<file path="src/rtl/hms_clock.sv">
// Hours/minutes/seconds clock with set controls, 12/24-hour display and a
// multiplexed 6-digit seven-segment driver (active-low C, DP, AN).
`timescale 1ns/1ps
module hms_clock #(
    parameter int TICK_DIV = 100_000_000,
    parameter int SCAN_DIV = 41_667
) (
    input  logic       CLK100MHZ,
    input  logic       R,
    input  logic       run,
    input  logic       mode12,
    input  logic       inc_hr,
    input  logic       inc_min,
    input  logic       clr_sec,
    output logic [6:0] C,
    output logic       DP,
    output logic [7:0] AN,
    output logic [4:0] hours,
    output logic [5:0] minutes,
    output logic [5:0] seconds,
    output logic       tick
);
    localparam int PW = $clog2(TICK_DIV);
    localparam int SW = $clog2(SCAN_DIV);
    localparam logic [PW-1:0] PRESC_MAX  = PW'(TICK_DIV - 1);
    localparam logic [PW-1:0] PRESC_HALF = PW'(TICK_DIV / 2);
    localparam logic [SW-1:0] SCAN_MAX   = SW'(SCAN_DIV - 1);

    logic [PW-1:0] presc_q, presc_d;
    logic [SW-1:0] scan_q, scan_d;
    logic [2:0]    digit_q, digit_d;
    logic [4:0]    hr_q, hr_d;
    logic [5:0]    min_q, min_d, sec_q, sec_d;
    logic          tick_q, tick_d, dp_q, dp_d;
    logic [6:0]    c_q, c_d;
    logic [7:0]    an_q, an_d;
    logic [4:0]    disp_hr;
    logic [3:0]    digit_val;

    function automatic logic [3:0] tens_of(input logic [5:0] v);
        if (v >= 6'd50)      return 4'd5;
        else if (v >= 6'd40) return 4'd4;
        else if (v >= 6'd30) return 4'd3;
        else if (v >= 6'd20) return 4'd2;
        else if (v >= 6'd10) return 4'd1;
        else                 return 4'd0;
    endfunction

    function automatic logic [3:0] ones_of(input logic [5:0] v);
        logic [5:0] r;
        r = v - 6'(tens_of(v)) * 6'd10;
        return r[3:0];
    endfunction

    function automatic logic [6:0] seg7(input logic [3:0] d);
        case (d)
            4'd0:    return 7'b0000001;
            4'd1:    return 7'b1001111;
            4'd2:    return 7'b0010010;
            4'd3:    return 7'b0000110;
            4'd4:    return 7'b1001100;
            4'd5:    return 7'b0100100;
            4'd6:    return 7'b0100000;
            4'd7:    return 7'b0001111;
            4'd8:    return 7'b0000000;
            4'd9:    return 7'b0000100;
            default: return 7'b1111111;
        endcase
    endfunction

    // Timekeeping: prescaler-driven carry chain while running, set pulses while held
    always_comb begin
        presc_d = presc_q;
        tick_d  = 1'b0;
        hr_d    = hr_q;
        min_d   = min_q;
        sec_d   = sec_q;
        if (run) begin
            if (presc_q == PRESC_MAX) begin
                presc_d = '0;
                tick_d  = 1'b1;
                if (sec_q == 6'd59) begin
                    sec_d = 6'd0;
                    if (min_q == 6'd59) begin
                        min_d = 6'd0;
                        hr_d  = (hr_q == 5'd23) ? 5'd0 : hr_q + 5'd1;
                    end else begin
                        min_d = min_q + 6'd1;
                    end
                end else begin
                    sec_d = sec_q + 6'd1;
                end
            end else begin
                presc_d = presc_q + PW'(1);
            end
        end else begin
            if (inc_hr)  hr_d  = (hr_q == 5'd23) ? 5'd0 : hr_q + 5'd1;
            if (inc_min) min_d = (min_q == 6'd59) ? 6'd0 : min_q + 6'd1;
            if (clr_sec) begin
                sec_d   = 6'd0;
                presc_d = '0;
            end
        end
    end

    // Display: free-running scan and registered segment/anode outputs
    always_comb begin
        scan_d  = (scan_q == SCAN_MAX) ? '0 : scan_q + SW'(1);
        digit_d = digit_q;
        if (scan_q == SCAN_MAX) digit_d = (digit_q == 3'd5) ? 3'd0 : digit_q + 3'd1;

        if (!mode12)            disp_hr = hr_q;
        else if (hr_q == 5'd0)  disp_hr = 5'd12;
        else if (hr_q > 5'd12)  disp_hr = hr_q - 5'd12;
        else                    disp_hr = hr_q;

        case (digit_q)
            3'd0:    digit_val = ones_of(sec_q);
            3'd1:    digit_val = tens_of(sec_q);
            3'd2:    digit_val = ones_of(min_q);
            3'd3:    digit_val = tens_of(min_q);
            3'd4:    digit_val = ones_of({1'b0, disp_hr});
            default: digit_val = tens_of({1'b0, disp_hr});
        endcase

        c_d = seg7(digit_val);
        if (digit_q == 3'd5 && mode12 && digit_val == 4'd0) c_d = 7'b1111111;

        an_d          = 8'hFF;
        an_d[digit_q] = 1'b0;

        dp_d = 1'b1;
        if ((digit_q == 3'd2 || digit_q == 3'd4) && presc_q < PRESC_HALF) dp_d = 1'b0;
        if (digit_q == 3'd0 && mode12 && hr_q >= 5'd12) dp_d = 1'b0;
    end

    always_ff @(posedge CLK100MHZ) begin
        if (R) begin
            presc_q <= '0;
            scan_q  <= '0;
            digit_q <= 3'd0;
            hr_q    <= 5'd0;
            min_q   <= 6'd0;
            sec_q   <= 6'd0;
            tick_q  <= 1'b0;
            c_q     <= 7'b1111111;
            dp_q    <= 1'b1;
            an_q    <= 8'hFF;
        end else begin
            presc_q <= presc_d;
            scan_q  <= scan_d;
            digit_q <= digit_d;
            hr_q    <= hr_d;
            min_q   <= min_d;
            sec_q   <= sec_d;
            tick_q  <= tick_d;
            c_q     <= c_d;
            dp_q    <= dp_d;
            an_q    <= an_d;
        end
    end

    assign C       = c_q;
    assign DP      = dp_q;
    assign AN      = an_q;
    assign hours   = hr_q;
    assign minutes = min_q;
    assign seconds = sec_q;
    assign tick    = tick_q;
endmodule

</file>
<file path="config.mk">
export PLATFORM = sky130hd
export DESIGN_NAME = hms_clock
export DESIGN_NICKNAME = d
export VERILOG_FILES = /design/src/rtl/hms_clock.sv
export SDC_FILE = /design/constraint.sdc
export NUM_CORES = 1
export LEC_CHECK = 0
export ABC_AREA = 1
export CORE_UTILIZATION = 50
export DETAILED_ROUTE_END_ITERATION = 16
export PLACE_DENSITY = 0.8
export SLEW_MARGIN = 20
export SYNTH_ARGS = -nofsm -noshare
export SYNTH_HDL_FRONTEND = slang
export SYNTH_SLANG_ARGS = --single-unit
export TNS_END_PERCENT = 30
</file>
<file path="constraint.sdc">
create_clock -name CLK100MHZ -period 9.25 [get_ports CLK100MHZ]
set_clock_uncertainty 0.2 [all_clocks]
set_input_delay 1.85 -clock CLK100MHZ [delete_from_list [all_inputs] [get_ports CLK100MHZ]]
set_output_delay 1.85 -clock CLK100MHZ [all_outputs]
set_load 0.01 [all_outputs]
</file>
-- Word-level counts from Yosys, hierarchy flattened
Memories as Yosys holds them, arrays and structs flattened. A register that Yosys moved wholly into a read port is not among the register bits.
Cells that the tools add are included.
- bits in read-only memories: 112
- memories kept: 1
- logic and storage cells: 123
- flip-flop bits (word level): 73
- memories (name ; depth ; bits a word ; rd ports ; clocked after memory_dff ; write ports ; line ; RTL):
    (no name shown) ; 16 ; 7 ; 1 ; 1 ; 0 ; 56 ; case (d)
- multiplexer cells: 46
- equal/unequal tests: 13
- add/subtract/negate cells: 10
- multiply operators: 3
- bitwise logic cells: 2
- reductions and logical operators: 19
- magnitude comparators: 20
- operator list (cell ; number):
    two-way mux 27 bit ; 3
    two-way mux 6 bit ; 9
    two-way mux 4 bit ; 12
    two-way mux 5 bit ; 9
    adder 27 x 1 -> 27 bit (second input constant) ; 1
    equality test 27 bit (second input constant) ; 1
    less-than comparator 27 x 26 -> 1 bit (second input constant) ; 1
    >= comparator 6 x 5 -> 1 bit (second input constant) ; 4
    >= comparator 6 bit (second input constant) ; 4
    one-hot mux 4 bit (5 select lines) ; 1
    adder 16 x 1 -> 16 bit (second input constant) ; 1
    equality test 16 bit (second input constant) ; 1
    adder 6 x 1 -> 6 bit (second input constant) ; 2
    equality test 6 bit (second input constant) ; 2
    >= comparator 5 x 6 -> 1 bit (second input constant) ; 2
    >= comparator 6 x 4 -> 1 bit (second input constant) ; 2
    multiplier 4 x 3 -> 3 bit (second input constant) ; 3
    subtractor 4 bit ; 3
    >= comparator 5 x 4 -> 1 bit (second input constant) ; 2
    >= comparator 5 bit (second input constant) ; 2
    inverter 8 bit ; 1
    two-way mux 1 bit ; 7
    equality test 3 x 2 -> 1 bit (second input constant) ; 2
    equality test 3 bit (second input constant) ; 2
    other kinds (23) ; 36

-- Logic depth before layout (Yosys ltp)
- depth after elaboration: 17
- mapped depth: 22
- depth with buffers taken out: 22

-- Worst setup path before layout
OpenSTA, ideal clock, no wires.
- path kind: input port to flip-flop
- from: in mode12
- to: reg c_q[2] (netlist: C[2])
- slack: 5.120 ns
- arrival: 3.872 ns
- library setup time: 0.058 ns
- stages: 19
- cells stage by stage: inv_2 > nor2_1 > nand2_1 > nand4_2 > o21bai_4 > nand2_4 > nand2_4 > ha_1 > o22ai_1 > nor2_1 > nand4_1 > o21ai_2 > ha_1 > inv_1 > nor3_1 > nand4_4 > nand2_1 > inv_1 > nand2_1
- cells in the longest elaborated chain, start to end: 14
- elaborated cells between the ends (all ways): 19
- classes of those cells: add/sub (1); mul (1); order compare (5); mux (8); reduce/logical (4)
- ends and longest elaborated chain (element ; line ; RTL):
    from (decl) ; 11 ; input logic mode12,
    two-way mux 5 bit ; 112 ; if (!mode12) disp_hr = hr_q;
    >= comparator 5 x 4 -> 1 bit ; 45 ; else if (v >= 6'd10) return 4'd1;
    two-way mux 1 bit ; 45 ;
    two-way mux 2 bit ; 44 ; else if (v >= 6'd20) return 4'd2;
    two-way mux 2 bit ; 43 ; else if (v >= 6'd30) return 4'd3;
    two-way mux 4 bit ; 42 ; else if (v >= 6'd40) return 4'd4;
    two-way mux 4 bit ; 41 ; if (v >= 6'd50) return 4'd5;
    two-way mux 4 bit ; 117 ; case (digit_q)
    multiplier 4 x 3 -> 3 bit ; 51 ; r = v - 6'(tens_of(v)) * 6'd10;
    subtractor 4 bit ; 51 ;
    one-hot mux 4 bit (5 select lines) ; 117 ;
    logical NOT 4 bit ; 127 ; if (digit_q == 3'd5 && mode12 && digit_val == 4'd0) c_d = 7'b1111111;
    logical AND 1 bit ; 127 ;
    OR reduction 2 bit (no source line) ; - ;
    to (decl) ; 35 ; logic [6:0] c_q, c_d;
Several ways; a longest one is shown, not always the timed one. The select of a mux whose other input is x is not followed.
A chain may end at the register's enable or synchronous reset.

-- Worst setup path in the final report
Ends and elaborated chain as after synthesis.

==> flow_metrics.tcl <==
set metrics [dict create \
    layout_commonest_cell "nand2_1" \
    antenna_found_initial 0 \
    initial_core_util_pct 52.2 \
    setup_violations 0 \
    die_x_um 101 \
    grt_util_all_layers_pct 23.6 \
    holdWs_ns 0.273 \
    finalCoreUtilization_pct 59.8 \
    cp_max_fo 7 \
    routed_wl_um 11300 \
    hold_class "reg2reg" \
    swShare_pct 28.3 \
    end_kind "flip-flop" \
    peakVddDrop_mv 0.0736 \
    cts_num_sinks 80 \
    clockBufferDepth 2 \
    cpPeakStageDelay_ns 0.66 \
    routed-via-count 4661 \
    slew_viol_final 0 \
    cp_cell_sequence "clkdlybuf4s50_1 > inv_2 > o21ai_2 > nand4_2 > o21bai_4 > nand2_4 > nand2_4 > ha_1 > o22ai_1 > nor2_1 > nand4_1 > o21ai_2 > ha_1 > inv_1 > nor3_1 > nand4_4 > nand2_1 > inv_1 > nand2_1" \
    antenna_left 0 \
    cts_buffers 9 \
    pre_cts_ws_ns 4.12 \
    gr-total-overflow 0 \
    power_density_nw_per_um2 118 \
    cp-start-kind "input port" \
    final_cells 868 \
    layout_common_cells "149 x nand2_1, 90 x inv_1, 80 x dfxtp_1" \
    p_seq_share_pct 53.5 \
    drc 0 \
    totalPowerFinal_mw 0.660 \
    synthesis.area_sq_um 4870 \
    grt_pass1_wl_um 19000 \
    area.growth.synth_to_final_pct 14.6 \
    synth-edff-count 0 \
    crit_type "in2reg" \
    io_buffer_count 40 \
    drv_cap 0 \
    rsz0062_at_grt "no" \
    dr.first_iter.drc_count 232 \
    worstMarginPinSlew_ns 0.903 \
    cts_tree "done" \
    final_layout_size_suffix_gt1_share_pct 10.4 \
    vias_per_cell 5.37 \
    pwr-share-comb_pct 8.9 \
    hpwl_um 8540 \
    slew_headroom_pct 39.7 \
    fin_setup_tns_ns 0 \
    avgSynthCellArea_sq_um 7.04 \
    ys_ff_latch 80 \
    fin_crit_ns 4.78 \
    synth_fp_nets 726 \
    cp.required_ns 9.37 \
    clk_latency_ns 0.37 \
    grt_pass1_vias 4402 \
    placementRows 35 \
    first_pass_iters 5 \
    outcome "complete, no violations" \
    holdBufCountCts 0 \
    seq_area_frac_synth_pct 32.9 \
    cp.arrival_ns 4.90 \
    switchingPower_mw 0.187 \
    routabilityCongestion 0.942 \
    cts.clk_slew.worst_paths_ns 0.10 \
    finalHoldViolations 0 \
    yosys_warnings 0 \
    p_leak_nw 2.18 \
    num_io_pins 41 \
    yosys.cell_types.count 43 \
    synth_cells 692 \
    die_h_um 101 \
    p_clk_share_pct 37.6 \
    cp_slowest_cell "clkdlybuf4s50_1" \
    fin_crit_sh_pct 51.6 \
    fmax_mhz 209 \
    ys.flop_type "dfxtp_1" \
    grt_max_degree 31 \
    placed_cell_area_sq_um 5400 \
    fin_area_sq_um 5580 \
    place_inst 852 \
    timing.final.ws_setup_ns 4.47 \
    internal_power_mw 0.474 \
    antenna_cells 0 \
    die-area_sq_um 10100 \
    core_area_sq_um 9330 \
    wl_per_cell_um 13.0 \
    cts_setup_buffers 0 \
    cts_resized 0 \
    ctsRootBufferMaster "clkbuf_8" \
    nNetsFinal 768 \
    fillers 844 \
    ctsHtreeMaxLevel 3 \
    synthArstFlopShare_pct 0 \
]
-- state kept, by name (all words and copies together), names as in the netlist --
signal / count
AN: 8
hours: 5
scan_q: 16
presc_q: 27
tick: 1
digit_q: 3
DP: 1
C: 7
minutes: 6
seconds: 6
-- Yosys cell counts, types with 8 or more instances --
cell      number  share of area, %
nor2_1        66               5.1
nand2_1      149                11
ha_1          24               6.2
o21ai_1        8              0.82
a21oi_1       41               4.2
xor2_1        20               3.6
nor3_1        18               1.9
inv_2         14               1.1
nand3_1       46               4.7
nand4_1       27               3.5
clkbuf_1       8              0.62
nand2_2        8               1.0
dfxtp_1       80                33
inv_1         90               6.9
o21ai_0       26               2.7
-- power groups by stage --
stage          clock network [mW]  registers (mW)  logic (mW)
6_report                    0.248           0.354      0.0585
5_1_grt                     0.269           0.354      0.0647
4_1_cts                     0.253           0.354      0.0585
3_5_place_dp                    0           0.362      0.0582
3_3_place_gp                    0           0.361      0.0561
2_1_floorplan                   0           0.362      0.0377
-- worst max-delay path: cells and delay by family --
family                   cells  cell delay [ns]
AND/OR/NAND/NOR              9             1.18
buffers and inverters        4             0.85
AO/OA/AOI/OAI                4             0.57
adder cells (fa/ha/maj)      2             0.46
-- routing by layer --
metal  vias to the layer above  global-route usage [%]  wire, um  share of wire (%)
met5                         -                       0         0                  0
met1                      2143                    25.7      4690                 42
li1                       2347                       -         -                  -
met4                         0                    11.3       325                2.9
met3                        32                    4.65       584                5.2
met2                       139                    43.6      5670                 50
-- cells by family after synthesis --
| kind of cell | count (synthesis) | share of synthesized area, % |
|---|---|---|
| flops | 80 | 32.9 |
| buf+inv | 116 | 9.12 |
| xor+xnor | 21 | 3.78 |
| compound gates | 94 | 11.0 |
| simple gates | 354 | 35.8 |
| fa+ha+maj | 27 | 7.40 |
-- worst paths after layout --
| kind | cells after the start | slack, ns | to | from |
|---|---|---|---|---|
| max reg2reg | 20 | 5.72 | C[2] | hours[2] |
| min | 1 | 0.27 | scan_q[0] | scan_q[0] |
| max | 19 | 4.47 | C[2] | mode12 |
| min reg2reg | 1 | 0.27 | scan_q[0] | scan_q[0] |
-- layout make-up --
class	instances	area, sq um	area share [%]
Clock buffer	9	124	2.22
Sequential cell	80	1600	28.7
Timing Repair Buffer	41	408	7.31
Clock inverter	7	60.1	1.08
Inverter	106	404	7.24
Multi-Input combinational cell	496	2820	50.6
Tap cell	129	161	2.89
(Power assumes the default switching activity.)
